File: config.mk
export PLATFORM = sky130hd
export DESIGN_NAME = bcd_score_counter
export DESIGN_NICKNAME = d
export VERILOG_FILES = /design/src/rtl/bcd_score_counter.sv
export SDC_FILE = /design/constraint.sdc
export NUM_CORES = 1
export LEC_CHECK = 0
export ABC_AREA = 1
export CORE_UTILIZATION = 58
export DETAILED_ROUTE_END_ITERATION = 8
export MAX_ROUTING_LAYER = met4
export PLACE_DENSITY = 0.84
export RECOVER_POWER = 50
export SLEW_MARGIN = 20
export SYNTH_ARGS = -nofsm -noshare
export SYNTH_HDL_FRONTEND = slang
export SYNTH_SLANG_ARGS = --single-unit
File: constraint.sdc
create_clock -name clock_i -period 4.4 [get_ports clock_i]
set_input_delay 0.66 -clock clock_i [delete_from_list [all_inputs] [get_ports clock_i]]
set_output_delay 0.66 -clock clock_i [all_outputs]
set_load 0.005 [all_outputs]
File: src/rtl/bcd_score_counter.sv
// bcd_score_counter: multi-digit BCD score accumulator feeding the seven-segment
// digit stage. Points arrive over a valid/ready handshake and are rippled into the
// working score one digit per cycle. The display registers are loaded only once the
// whole add has resolved, so the display never shows a half-carried score.
//
// Build option: define BLANK_LEADING_ZEROS_EN to blank leading zero digits.
// Digit 0 is never blanked. Without the macro, blank_o is tied low.
//
// state  | meaning
// S_IDLE | waiting for an add, add_ready_o high
// S_ADD  | rippling carry through working digit idx_q
// S_SAT  | carry out of the top digit: force all 9s, set overflow
// S_COMMIT | copy working score to display registers
module bcd_score_counter #(
   parameter int NUM_DIGITS = 4
) (
   input  logic                      clock_i,
   input  logic                      reset_i,
   input  logic                      clear_i,
   input  logic                      add_valid_i,
   input  logic [3:0]                add_points_i,
   output logic                      add_ready_o,
   output logic [4*NUM_DIGITS-1:0]   bcd_o,
   output logic [NUM_DIGITS-1:0]     blank_o,
   output logic                      overflow_o
);

   localparam int IW = $clog2(NUM_DIGITS + 1);

`ifdef BLANK_LEADING_ZEROS_EN
   localparam logic [NUM_DIGITS-1:0] BLANK_RST = {{(NUM_DIGITS-1){1'b1}}, 1'b0};
`else
   localparam logic [NUM_DIGITS-1:0] BLANK_RST = '0;
`endif

   typedef enum logic [1:0] {S_IDLE, S_ADD, S_SAT, S_COMMIT} state_t;

   state_t                    state_q;
   logic [4*NUM_DIGITS-1:0]   work_q;
   logic [4*NUM_DIGITS-1:0]   bcd_q;
   logic [NUM_DIGITS-1:0]     blank_q;
   logic                      overflow_q;
   logic [IW-1:0]             idx_q;
   // The carry register also holds the initial addend (0-9) for digit 0.
   logic [3:0]                carry_q;

   logic [3:0]                cur_digit;
   logic [4:0]                sum;
   logic [3:0]                digit_d;
   logic                      carry_d;
   logic [3:0]                points_clamped;

`ifdef BLANK_LEADING_ZEROS_EN
   // Digit i is blank when it and every digit above it are zero; digit 0 always shows.
   function automatic logic [NUM_DIGITS-1:0] blank_of(input logic [4*NUM_DIGITS-1:0] d);
      logic upper_zero;
      blank_of   = '0;
      upper_zero = 1'b1;
      for (int i = NUM_DIGITS - 1; i > 0; i--) begin
         upper_zero  = upper_zero && (d[4*i +: 4] == 4'd0);
         blank_of[i] = upper_zero;
      end
   endfunction
`endif

   assign points_clamped = (add_points_i > 4'd9) ? 4'd9 : add_points_i;

   // Single-digit BCD adder on the working digit currently selected by idx_q.
   always_comb begin
      cur_digit = '0;
      for (int i = 0; i < NUM_DIGITS; i++) begin
         if (idx_q == IW'(i)) cur_digit = work_q[4*i +: 4];
      end
      sum     = {1'b0, cur_digit} + {1'b0, carry_q};
      carry_d = (sum > 5'd9);
      digit_d = carry_d ? 4'(sum - 5'd10) : sum[3:0];
   end

   // Sequencing FSM plus working/display registers; reset and clear share one path.
   always_ff @(posedge clock_i) begin
      if (reset_i || clear_i) begin
         state_q    <= S_IDLE;
         work_q     <= '0;
         bcd_q      <= '0;
         blank_q    <= BLANK_RST;
         overflow_q <= 1'b0;
         idx_q      <= '0;
         carry_q    <= '0;
      end else begin
         case (state_q)
            S_IDLE: begin
               if (add_valid_i) begin
                  state_q <= S_ADD;
                  idx_q   <= '0;
                  carry_q <= points_clamped;
               end
            end
            S_ADD: begin
               // Digit 0 is always processed, so a zero-point add still commits.
               if (idx_q != '0 && carry_q == 4'd0) begin
                  state_q <= S_COMMIT;
               end else if (idx_q == IW'(NUM_DIGITS)) begin
                  state_q <= S_SAT;
               end else begin
                  for (int i = 0; i < NUM_DIGITS; i++) begin
                     if (idx_q == IW'(i)) work_q[4*i +: 4] <= digit_d;
                  end
                  carry_q <= {3'b000, carry_d};
                  idx_q   <= idx_q + 1'b1;
               end
            end
            S_SAT: begin
               work_q     <= {NUM_DIGITS{4'd9}};
               overflow_q <= 1'b1;
               state_q    <= S_COMMIT;
            end
            S_COMMIT: begin
               bcd_q   <= work_q;
`ifdef BLANK_LEADING_ZEROS_EN
               blank_q <= blank_of(work_q);
`else
               blank_q <= '0;
`endif
               state_q <= S_IDLE;
            end
            default: state_q <= S_IDLE;
         endcase
      end
   end

   assign add_ready_o = (state_q == S_IDLE);
   assign bcd_o       = bcd_q;
   assign blank_o     = blank_q;
   assign overflow_o  = overflow_q;

endmodule

==> impl_metrics.toml <==
[run_status]
status = "finished, final reports clean"

[worst_setup_path]
crit_arrival_ns = 3.12
critPathCaptureType = "flop"
cp_max_fo = 8
cp.required_ns = 4.63
path_class = "flop to flop"
start_kind = "flop"
cp_cell_sequence = "inv_1 -> ha_1 -> nand2_1 -> o21ai_0 -> a31oi_1 -> o21ai_0 -> ha_1 -> fa_1 -> xnor2_2 -> nand2_2 -> nand3_4 -> nand2_2 -> nand2_1 -> nand3_2 -> a21oi_1"
max_stage_delay_ns = 0.45
crit_path_top_delay_cell = "fa_1"

[grt]
grt_overflow = 0
grt_pass1_wl_mm = 8.004
grt_util_all_layers_pct = 26.54
grt_pass1_vias = 1819
grt_max_degree = 26
antenna_found_initial = 0

[clock_tree]
cts_inserted_buffers = 5
cts_max_path_buffers = 2
ctsResizeCount = 0
cts_post_setup_buffers_inserted = 0
clock-sinks = 42
cts.clk_slew.worst_paths_ns = 0.08
cts_root_buffer = "clkbuf_8"
htree_levels = 2
ctsHoldBuffers = 0
clock_latency_ns = 0.30
cts_tree = "done"

[floorplan]
start_util_pct = 63.06
ios = 30
die_h_um = 63.41
core_um2 = 3468
rows = 21
design.die.area_um2 = 4020
fp.dieW_um = 63.41

[sta]
clock_skew_ns = 0.004152
whs_ns = 0.4634
final_hold_viol_count = 0
period_needed_ns = 2.889
slew_headroom_pct = 35.25
finalSetupTns_ns = 0
rsz0062_at_grt = "no"
finalCritPeriodShare_pct = 65.66
setup_viol = 0
fmaxAchievable_ghz = 0.3461
tightest_slew_ns = 0.9712
slew_viol_final = 0

[detailed_routing]
drc = 0
vias = 1916
first_pass_iters = 4
drt_iter0_drc = 131
wl_per_cell_um = 13.00
ant_nets = 0
avgViaCountPerCell = 5.322
drt-total-wl_mm = 4.680

[final_layout]
fin_nets = 336
diodes = 0
syn_to_final_growth_pct = 16.25
drive_above_1_share_pct = 10.83

[logic_synthesis]
seq_area_frac_synth_pct = 38.44
avgSynthCellArea_um2 = 7.621
synthFlopType = "dfxtp_1"
synth_edf_count = 0
synth_cell_types = 31
yosysTopAreaCell = "dfxtp_1"
async_flop_share_pct = 0
syn_area_um2 = 2187
synth_common_cells = "dfxtp_1 (42), nand2_1 (42), a21oi_1 (37)"
yosys_register_bits = 42
ys_warn_count = 0
synth_cells = 287
synth_top_area_share_pct = 38.44
synth_area_leaders = "dfxtp_1 (38%), a21oi_1 (8.5%), ha_1 (8.0%)"

[flow_run]
cap_viol_max_count = 0

[power_and_ir_drop]
powerDensity_nw_per_um2 = 298.7
p_leak_nw = 1.076
ir_worst_vdd_uv = 250.3

[min_path]
hp-class = "flop to flop"

[placement]
gp_congestion = 0.9104
post-dp-hpwl_mm = 3.517
port-buffer-count = 25
[where the power goes]
group,internal [mW],switching (mW)
Combinational,0.0426,0.0775
Clock,0.112,0.131
Sequential,0.389,0.00715
Total,0.544,0.216
[worst max-delay path, delay by kind of cell (launching register included)]
kind                       cells  cell delay (ns)
xor gates and xnor gates       1             0.26
AOI/OAI and AO/OA              4             0.51
buffers and inverters          1             0.08
and+or+nand+nor                6             0.70
adders and majority gates      3             0.86
DFF                            1             0.40
[cells in the final DEF, fill, tap and decap left out, types with 3 or more instances in the layout]
master | synthesis | routed
a21oi_1 | 37 | 37
a31oi_1 | 4 | 4
clkbuf_8 | 0 | 5
clkdlybuf4s50_1 | 0 | 11
conb_1 | 1 | 4
dfxtp_1 | 42 | 42
dlygate4sd3_1 | 0 | 14
ha_1 | 14 | 14
inv_1 | 32 | 33
inv_2 | 7 | 6
nand2_1 | 42 | 42
nand2_2 | 5 | 5
nand3_1 | 12 | 12
nand3_2 | 4 | 4
nor2_1 | 19 | 19
o21ai_0 | 31 | 33
o21ai_1 | 6 | 4
o22ai_1 | 3 | 3
[final cells by class]
class                   count  area [um2]
clock buffers               6       72.57
repair buffers             26       254.0
multi-input cells         198        1151
well taps                  46       57.56
clock inverters             2       13.76
inverters                  40       152.6
flip-flops and latches     42       840.8
fillers                   311       925.9
[routing by layer]
metal	wire, um	vias to the layer above	share of wire (%)	GRT usage, %
met5	0	-	0	-
met4	140	0	3.0	15.06
met3	257	15	5.5	5.435
met2	2228	65	48	42.95
met1	2054	843	44	30.28
li1	-	993	-	-
[stage by stage]
stage                     power, mW  cells  setup WS, ns  instance area (um2)  utilization, %
after floorplan              0.4950    290         1.846                 2198               -
after global placement       0.5222    352         1.660                 2460           70.92
after detailed placement     0.5250    352         1.544                 2460           70.92
after CTS                    0.7650    360         1.514                 2546           73.41
after global routing         0.7930    360         1.319                 2542           73.30
final                        0.7595    360         1.511                 2542           73.30
[cells by family after synthesis]
group,count (synthesis),share of synthesized area (%)
xor+xnor,1,0.7439
other cells,1,0.1715
fa+ha+maj,15,8.925
compound gates,86,21.51
flops,42,38.44
buf+inv,50,9.440
simple gates,92,20.77
[final timing paths]
path / slack (ns) / end / startpoint / cells after the start
min: 0.46 / bcd_o[1] / bcd_o[1] / 2
min reg2reg: 0.46 / bcd_o[1] / bcd_o[1] / 2
max reg2reg: 1.51 / work_q[10] / idx_q[1] / 15
max: 1.51 / work_q[10] / idx_q[1] / 15
[flip-flops by register name (all words and copies together), names as in the netlist]
register    cells
state_q         2
work_q         16
bcd_o          16
carry_q         4
overflow_o      1
idx_q           3
Power figures use the tool's default switching activity.
